### src/rtl/vga_frame_arbiter.sv
// vga_frame_arbiter
//   Shares one burst-oriented frame-memory port between the camera writer and
//   the display line-buffer FIFO reader. Whole frames are double-buffered; the
//   address MSB selects frame buffer 0/1. One burst command is in flight at a time.
//
//   Optional build macro: VGA_ARB_RR_EN -- write and normal read alternate
//   round-robin (urgent read keeps top priority). Undefined: fixed priority.
//
// Ports
//   clk, reset      clock, synchronous active-high reset
//   disp_fstart     display frame-start pulse
//   rd_level        display FIFO fill level (words)
//   wr_fstart       camera frame-start pulse
//   wr_req          writer holds a full burst ready
//   wr_grant        pulse: write burst command accepted
//   rd_grant        pulse: read burst command accepted
//   mem_cmd_valid   command valid to memory controller
//   mem_cmd_ready   controller accepts command
//   mem_cmd_write   1 = write burst, 0 = read burst
//   mem_cmd_addr    burst start word address
//   mem_done        pulse: current burst data phase finished
//   rd_buf          frame buffer currently displayed
module vga_frame_arbiter #(
  parameter int unsigned BURST_LEN   = 8,
  parameter int unsigned LINE_PIX    = 720,
  parameter int unsigned FRAME_LINES = 576,
  parameter int unsigned ADDR_W      = 20,
  parameter int unsigned FIFO_DEPTH  = 512,
  parameter int unsigned LOW_WM      = 64
) (
  input  logic              clk,
  input  logic              reset,
  input  logic              disp_fstart,
  input  logic [9:0]        rd_level,
  input  logic              wr_fstart,
  input  logic              wr_req,
  output logic              wr_grant,
  output logic              rd_grant,
  output logic              mem_cmd_valid,
  input  logic              mem_cmd_ready,
  output logic              mem_cmd_write,
  output logic [ADDR_W-1:0] mem_cmd_addr,
  input  logic              mem_done,
  output logic              rd_buf
);

  localparam int unsigned FRAME_BURSTS = LINE_PIX * FRAME_LINES / BURST_LEN;
  localparam int unsigned CNT_W        = 16;
  localparam int unsigned BL_SH        = $clog2(BURST_LEN);
  localparam int unsigned NORM_WM      = FIFO_DEPTH - 2 * BURST_LEN;

  typedef enum logic [1:0] {IDLE, ISSUE, WAIT} state_t;

  state_t           state;
  logic [CNT_W-1:0] rd_cnt;
  logic [CNT_W-1:0] wr_cnt;
  logic             wr_buf;
  logic             wr_full;
  logic             pend_disp;
  logic             pend_wr;
`ifdef VGA_ARB_RR_EN
  logic             last_wr;
`endif

  logic              apply_disp;
  logic              apply_wr;
  logic              rd_avail;
  logic              urgent_rd;
  logic              norm_rd;
  logic              wr_ok;
  logic              pick_wr;
  logic              pick_rd;
  logic [ADDR_W-1:0] rd_addr;
  logic [ADDR_W-1:0] wr_addr;

  // Request evaluation for the IDLE arbitration cycle
  always_comb begin
    apply_disp = disp_fstart | pend_disp;
    apply_wr   = wr_fstart | pend_wr;
    rd_avail   = rd_cnt < CNT_W'(FRAME_BURSTS);
    urgent_rd  = rd_avail && (rd_level < 10'(LOW_WM));
    norm_rd    = rd_avail && (rd_level <= 10'(NORM_WM));
    // wr_cnt bound keeps a swapped-but-not-restarted writer from running past the frame
    wr_ok      = wr_req && !wr_full && (wr_cnt < CNT_W'(FRAME_BURSTS));
`ifdef VGA_ARB_RR_EN
    pick_wr    = !urgent_rd && wr_ok && (!norm_rd || !last_wr);
`else
    pick_wr    = !urgent_rd && wr_ok;
`endif
    pick_rd    = urgent_rd || (norm_rd && !pick_wr);
    rd_addr    = {rd_buf, ((ADDR_W-1)'(rd_cnt) << BL_SH)};
    wr_addr    = {wr_buf, ((ADDR_W-1)'(wr_cnt) << BL_SH)};
  end

  // Command FSM, frame bookkeeping and registered outputs
  always_ff @(posedge clk) begin
    if (reset) begin
      state         <= IDLE;
      rd_cnt        <= '0;
      wr_cnt        <= '0;
      wr_buf        <= 1'b1;
      wr_full       <= 1'b0;
      pend_disp     <= 1'b0;
      pend_wr       <= 1'b0;
      rd_buf        <= 1'b0;
      rd_grant      <= 1'b0;
      wr_grant      <= 1'b0;
      mem_cmd_valid <= 1'b0;
      mem_cmd_write <= 1'b0;
      mem_cmd_addr  <= '0;
`ifdef VGA_ARB_RR_EN
      last_wr       <= 1'b0;
`endif
    end else begin
      rd_grant <= 1'b0;
      wr_grant <= 1'b0;

      // Frame starts during a burst are deferred until the FSM is back in IDLE
      if (state != IDLE) begin
        pend_disp <= pend_disp | disp_fstart;
        pend_wr   <= pend_wr | wr_fstart;
      end

      case (state)
        IDLE: begin
          if (apply_disp || apply_wr) begin
            // Frame-start bookkeeping takes this cycle; arbitration resumes next cycle
            pend_disp <= 1'b0;
            pend_wr   <= 1'b0;
            if (apply_disp) begin
              rd_cnt <= '0;
              if (wr_full) begin
                rd_buf <= wr_buf;
                wr_buf <= ~wr_buf;
              end
            end
            if (apply_wr) wr_cnt <= '0;
            if (apply_wr || (apply_disp && wr_full)) wr_full <= 1'b0;
          end else if (pick_wr || pick_rd) begin
            mem_cmd_valid <= 1'b1;
            mem_cmd_write <= pick_wr;
            mem_cmd_addr  <= pick_wr ? wr_addr : rd_addr;
            state         <= ISSUE;
`ifdef VGA_ARB_RR_EN
            last_wr       <= pick_wr;
`endif
          end
        end
        ISSUE: begin
          if (mem_cmd_ready) begin
            mem_cmd_valid <= 1'b0;
            state         <= WAIT;
            if (mem_cmd_write) begin
              wr_grant <= 1'b1;
              wr_cnt   <= wr_cnt + 1'b1;
              if (wr_cnt == CNT_W'(FRAME_BURSTS - 1)) wr_full <= 1'b1;
            end else begin
              rd_grant <= 1'b1;
              rd_cnt   <= rd_cnt + 1'b1;
            end
          end
        end
        WAIT: begin
          if (mem_done) state <= IDLE;
        end
        default: state <= IDLE;
      endcase
    end
  end

endmodule

### config.mk
export PLATFORM = sky130hd
export DESIGN_NAME = vga_frame_arbiter
export DESIGN_NICKNAME = d
export VERILOG_FILES = /design/src/rtl/vga_frame_arbiter.sv
export SDC_FILE = /design/constraint.sdc
export NUM_CORES = 1
export LEC_CHECK = 0
export BUFFER_PORTS_ARGS = -buffer_cell sky130_fd_sc_hd__buf_2
export CORE_MARGIN = 3
export CORE_UTILIZATION = 35
export DETAILED_ROUTE_END_ITERATION = 6
export SYNTH_ARGS = -nofsm -noshare
export SYNTH_HDL_FRONTEND = slang
export SYNTH_SLANG_ARGS = --single-unit
export TNS_END_PERCENT = 1
### constraint.sdc
create_clock -name clk -period 1.9 [get_ports clk]
set_input_delay 0.095 -clock clk [delete_from_list [all_inputs] [get_ports clk]]
set_output_delay 0.095 -clock clk [all_outputs]
set_load 0.02 [all_outputs]
==> impl_metrics.yaml, run 1 <==
outcome:
  status: "finished clean"
clock_network:
  clockBufferDepth: 2
  clock_latency_ns: 0.34
  cts_tree: "built"
  clockRootBuffer: "clkbuf_8"
  clock-sinks: 60
  cts_hold_buf: 0
  htreeDepth: 3
  clkSlewWorstSetupHoldPaths_ns: 0.07
  cts_buffers: 9
  post_cts_buffers: 0
  cts_resized: 0
timing:
  grt_setup_unrepaired: "true"
  hold_viol: 0
  worst_slack_ns: 0.0926
  hold_ws_ns: 0.0796
  finalSetupViolCount: 0
  maxSlewViolCount: 0
  fmax_mhz: 553
  min_period_over_period: 0.951
  skew_ns: 0.00759
  period_minus_slack_ns: 1.81
pwr:
  switching_share: 0.234
  max-vdd-ir-drop_uv: 507
  p_comb_frac: 0.101
  p_leak_nw: 1.41
  seqPwrFrac: 0.430
  intPower_mw: 2.36
  pwr-share-clk: 0.469
  finalPower_mw: 3.07
  p_switching_mw: 0.719
  power_density_nw_per_um2: 848
final_layout:
  multiInputGateArea_um2: 1560
  diodes: 0
  final_cells: 487
  area_delta_synth_final_pct: 24.2
  final_common_cell: "dfxtp_1"
  fill_cells: 778
  stdcell_area_um2: 3620
  drive_gt1_frac: 0.270
  regArea_um2: 1200
  final_cell_mix: "60 x dfxtp_1, 38 x buf_2, 37 x nor2_1"
  nNetsFinal: 399
worst_setup_path:
  r2r-end: "mem_cmd_addr[6]"
  path_max_fanout: 13
  crit_start: "wr_cnt[12]"
  reg2reg_slack_ns: 0.09
  cp.arrival_ns: 2.06
  r2r_start: "wr_cnt[12]"
  crit_type: "reg2reg"
  ff2ff_path_depth: 6
  end_kind: "flop"
  critPathRequiredTime_ns: 2.15
  cp-start-kind: "flop"
detailed_routing:
  vias_per_cell: 5.16
  final_antenna_net_count: 0
  routed_wl_um: 7350
  drcViolationCount: 0
  drt_iter0_drc: 92
  first_pass_iters: 4
  wl_per_cell_um: 15.1
  detailroute.via_count: 2514
global_routing:
  grt_usage: 0.165
  grt_overflow: 0
  grt_pass1_wl_um: 12700
  antenna_found_initial: 0
  grt_max_degree: 20
  grt_pass1_vias: 2506
run:
  drv_cap: 0
synthesis:
  yosysWarnings: 0
  synth_top_area_frac: 0.412
  synth_top_area_cell: "dfxtp_1"
  synth.ff_latch_count: 60
  seq_area_frac_synth: 0.412
  syn_area_um2: 2920
  synthTopCellsByArea: "dfxtp_1 41%, mux2i_1 5.8%, xor2_1 5.4%"
  synthCells: 320
  avgSynthCellArea_um2: 9.11
  yosysUniqueCellTypes: 50
placement:
  gp_congestion: 0.828
  placed_area_um2: 3360
  hpwl_um: 5500
  port_buffers: 38
  place_ws_ns: 0.104
  dp_cells: 471
die:
  core_area_um2: 7890
  dieWidth_um: 97.3
  start_util: 0.370
  dieArea_um2: 9460
  die_h_um: 97.3
  io_pins: 42
  rows: 32
hold_path:
  min_to: "pend_disp"
  holdPathStages: 3
  worstHoldStart: "disp_fstart"
  worstHoldPathType: "in2reg"
-- worst max path at each step --
stage | cells after the start | to | slack, ns
floorplan | 8 | mem_cmd_addr[18] | 0.06
global placement | 6 | mem_cmd_addr[16] | 0.14
detailed placement | 6 | mem_cmd_addr[13] | 0.10
CTS | 6 | mem_cmd_addr[13] | 0.07
global route | 7 | rd_cnt[6] | -0.002
finish | 6 | mem_cmd_addr[6] | 0.09
-- power groups by stage --
stage	Sequential, mW	Clock, mW	Combinational, mW
after floorplan	1.38	0	0.184
after global placement	1.35	0	0.306
after detailed placement	1.35	0	0.312
after CTS	1.32	1.47	0.312
after global routing	1.32	1.53	0.341
final	1.32	1.44	0.311
-- kinds of logic (layout without fill, tap and decap cells) --
logic type                 after synthesis  in the layout  share of synthesized area
AOI/OAI and AO/OA                       66             66                      0.175
DFF                                     60             60                      0.412
buffers and inverters                   31             94                     0.0605
xor gates and xnor gates                30             30                     0.0901
muxes                                   17             17                     0.0583
other                                    1              3                    0.00129
adders and majority gates                2              2                    0.00858
and+or+nand+nor                        113            113                      0.195
-- cell type report --
| cell class | count | area share |
|---|---|---|
| clock buffers | 12 | 0.0428 |
| flip-flops and latches | 60 | 0.331 |
| well taps | 102 | 0.0352 |
| inverters | 9 | 0.00932 |
| clock inverters | 4 | 0.0262 |
| multi-input cells | 231 | 0.431 |
| repair buffers | 69 | 0.124 |
-- registers in the layout, summed over array words and instances (netlist names) --
signal and count:
wr_buf 1, rd_buf 1, wr_cnt 16, rd_cnt 16, pend_disp 1, mem_cmd_write 1
state 2, pend_wr 1, mem_cmd_addr 17, wr_grant 1, wr_full 1, mem_cmd_valid 1
rd_grant 1
-- critical path: stages (launching register included) --
cell and delay, ns:
dfxtp_1 0.44, a2111oi_2 0.07, o311a_2 0.43, o2bb2ai_1 0.15, and2_1 0.24, buf_12 0.18, a211oi_1 0.20
-- layer usage --
layer	routed length, um	track usage	part of all wire	vias up
li1	-	-	-	1252
met1	3550	0.215	0.48	1199
met2	3360	0.263	0.46	54
met3	384	0.0567	0.052	9
met4	59	0.0394	0.0080	0
met5	0	0	0	-
-- synthesized netlist by cell type, drive strengths merged --
library cell  instances
dfxtp                60
nor2                 37
a21oi                24
a211oi               19
nand2                19
xor2                 18
mux2i                17
nand3                13
clkbuf               12
xnor2                12
buf                  10
nor3                 10
inv                   9
nand4                 8
and3                  5
nor4                  5
nor3b                 3
o21ai                 3
a2111oi               2
a31o                  2
a31oi                 2
and2                  2
and4                  2
and4bb                2
ha                    2
o21a                  2
o21bai                2
o311a                 2
o31ai                 2
or2                   2
or3                   2
a211o                 1
a2bb2oi               1
a311o                 1
a41oi                 1
conb                  1
nand3b                1
nor2b                 1
nor4b                 1
o211a                 1
o2bb2ai               1
-- stage by stage --
| step | TNS, ns | utilization |
|---|---|---|
| final | 0 | 0.459 |
| after global routing | -0.00173 | 0.459 |
| after CTS | 0 | 0.458 |
| after detailed placement | 0 | 0.426 |
| after global placement | 0 | 0.426 |
| after floorplan | 0 | - |
Note: power is estimated with default switching activity, not from simulation.
==> inputs of run 2 (changes only) <==
Settings changed: TNS_END_PERCENT 1 to 5.
Clock period 1.9 ns to 1.57 ns, I/O delays scaled along.
==> run 2 against run 1 <==
Effect of this change:
- the run now ends with negative setup slack left
- combinational power is 46% higher
- largest cell class unchanged
- register-to-register slack worse by 0.31 ns
- sequential share of layout area is 3.0 points lower
- highest routed layer unchanged
- largest power group unchanged
==> impl_metrics.yaml, run 2 (synthesis results as in run 1) <==
worst_setup_path:
  cp.arrival_ns: 2.05
  crit_chain: "o311a_1, a2bb2oi_2, o211a_4, buf_12, mux2i_4, a211oi_2"
  slowest_delay_ns: 0.37
  path_max_fanout: 9
  r2r_start: "rd_cnt[12]"
  end_kind: "flop"
  slowest_stage: "o311a_1"
  ff2ff_path_depth: 6
  crit_family: "compound AO/OA/AOI/OAI gates"
  cp-start-kind: "flop"
  critPathRequiredTime_ns: 1.83
  reg2reg_slack_ns: -0.22
  crit_type: "reg2reg"
  r2r-end: "mem_cmd_addr[4]"
  cp.buffers_inverters: 1
timing:
  worst_slack_ns: -0.221
  min_period_over_period: 1.14
  grt_setup_unrepaired: "true"
  skew_ns: 0.0131
  fmax_mhz: 558
  hold_viol: 0
  maxSlewViolCount: 0
  finalSetupViolCount: 31
  fin_tns_setup_ns: -3.85
  period_minus_slack_ns: 1.79
detailed_routing:
  detailroute.via_count: 2718
  routed_wl_um: 8270
  first_pass_iters: 4
  vias_per_cell: 5.23
  wl_per_cell_um: 15.9
  drcViolationCount: 0
  drt_iter0_drc: 140
  final_antenna_net_count: 0
die:
  rows: 32
  core_area_um2: 7890
  io_pins: 42
  dieArea_um2: 9460
  dieWidth_um: 97.3
  die_h_um: 97.3
  start_util: 0.370
global_routing:
  grt_overflow: 0
  grt_pass1_vias: 2621
  grt_pass1_wl_um: 13100
  grt_usage: 0.174
  antenna_found_initial: 0
  grt_max_degree: 19
clock_network:
  htreeDepth: 3
  clock-sinks: 60
  clkSlewWorstSetupHoldPaths_ns: 0.06
  cts_hold_buf: 0
  cts_tree: "built"
  clockBufferDepth: 2
  clockRootBuffer: "clkbuf_8"
  clock_latency_ns: 0.35
  cts_buffers: 9
pwr:
  power_density_nw_per_um2: 911
  p_leak_nw: 1.61
  max-vdd-ir-drop_uv: 377
outcome:
  violations: "negative setup slack"
  status: "complete, but fails checks"
hold_path:
  holdPathStages: 4
  worstHoldPathType: "in2reg"
  min_to: "state[1]"
  worstHoldStart: "mem_done"
final_layout:
  regMostFlops: "mem_cmd_addr"
  final_common_cell: "buf_4"
  diodes: 0
  drive_gt1_frac: 0.404
  reg_top3: "mem_cmd_addr (17), rd_cnt (16), wr_cnt (16)"
  nNetsFinal: 432
  largest_reg_flops: 17
  final_cell_mix: "59 x buf_4, 48 x dfxtp_1, 38 x buf_2"
  area_delta_synth_final_pct: 38.7
  stdcell_area_um2: 4040
placement:
  hpwl_um: 5860
  placed_area_um2: 3640
  port_buffers: 38
  gp_congestion: 0.814
  place_ws_ns: -0.182
run:
  drv_cap: 0
-- run 2: worst max-delay path by stage --
| stage | startpoint | end | slack (ns) | cells after the start |
|---|---|---|---|---|
| 2_1_floorplan | wr_cnt[9] | mem_cmd_addr[14] | -0.17 | 7 |
| 3_3_place_gp | wr_cnt[8] | state[0] | -0.13 | 6 |
| 3_5_place_dp | wr_cnt[10] | mem_cmd_addr[14] | -0.18 | 6 |
| 4_1_cts | rd_cnt[12] | mem_cmd_addr[19] | -0.19 | 6 |
| 5_1_grt | rd_cnt[12] | mem_cmd_addr[4] | -0.27 | 6 |
| 6_report | rd_cnt[12] | mem_cmd_addr[4] | -0.22 | 6 |
-- run 2: repair_timing --
item	CTS	global route
buffers inserted	0	0
pin swaps	13	3
gates resized for setup	17	24
endpoints found under the setup margin	37	44
gates cloned	1	1
-- run 2: worst reg2reg max path: stages (launching register included) --
cell and delay [ns]:
dfxtp_2 0.34, o311a_1 0.37, a2bb2oi_2 0.17, o211a_4 0.31, buf_12 0.16, mux2i_4 0.19
a211oi_2 0.18
-- run 2: final cells by class --
cell class | instances | area [um^2]
flip-flops and latches | 60 | 1220
clock inverters | 4 | 70.1
clock buffers | 12 | 165
multi-input cells | 231 | 1700
repair buffers | 102 | 732
well taps | 102 | 128
inverters | 9 | 33.8
fillers | 723 | 3840
-- run 2: per-stage QoR --
| step | hold slack [ns] | cells | util | total power, mW |
|---|---|---|---|---|
| final | 0.0675 | 520 | 0.513 | 3.68 |
| after global routing | 0.0935 | 520 | 0.513 | 3.82 |
| after CTS | 0.0545 | 519 | 0.501 | 3.70 |
| after detailed placement | 0.419 | 502 | 0.461 | 2.04 |
| after global placement | 0.410 | 502 | 0.461 | 2.04 |
| after floorplan | 0.268 | 322 | - | 1.89 |
-- run 2: report_power, final --
part	switching (mW)	leakage, nW	internal [mW]
Sequential	0.0311	0.493	1.57
Combinational	0.259	0.994	0.194
Clock	0.616	0.122	1.02
-- run 2: routing by layer --
metal | vias to the layer above | GRT usage | wire length [um]
li1 | 1327 | - | -
met1 | 1333 | 0.220 | 3750
met2 | 48 | 0.291 | 4080
met3 | 10 | 0.0366 | 283
met4 | 0 | 0.0692 | 153
met5 | - | 0 | 0
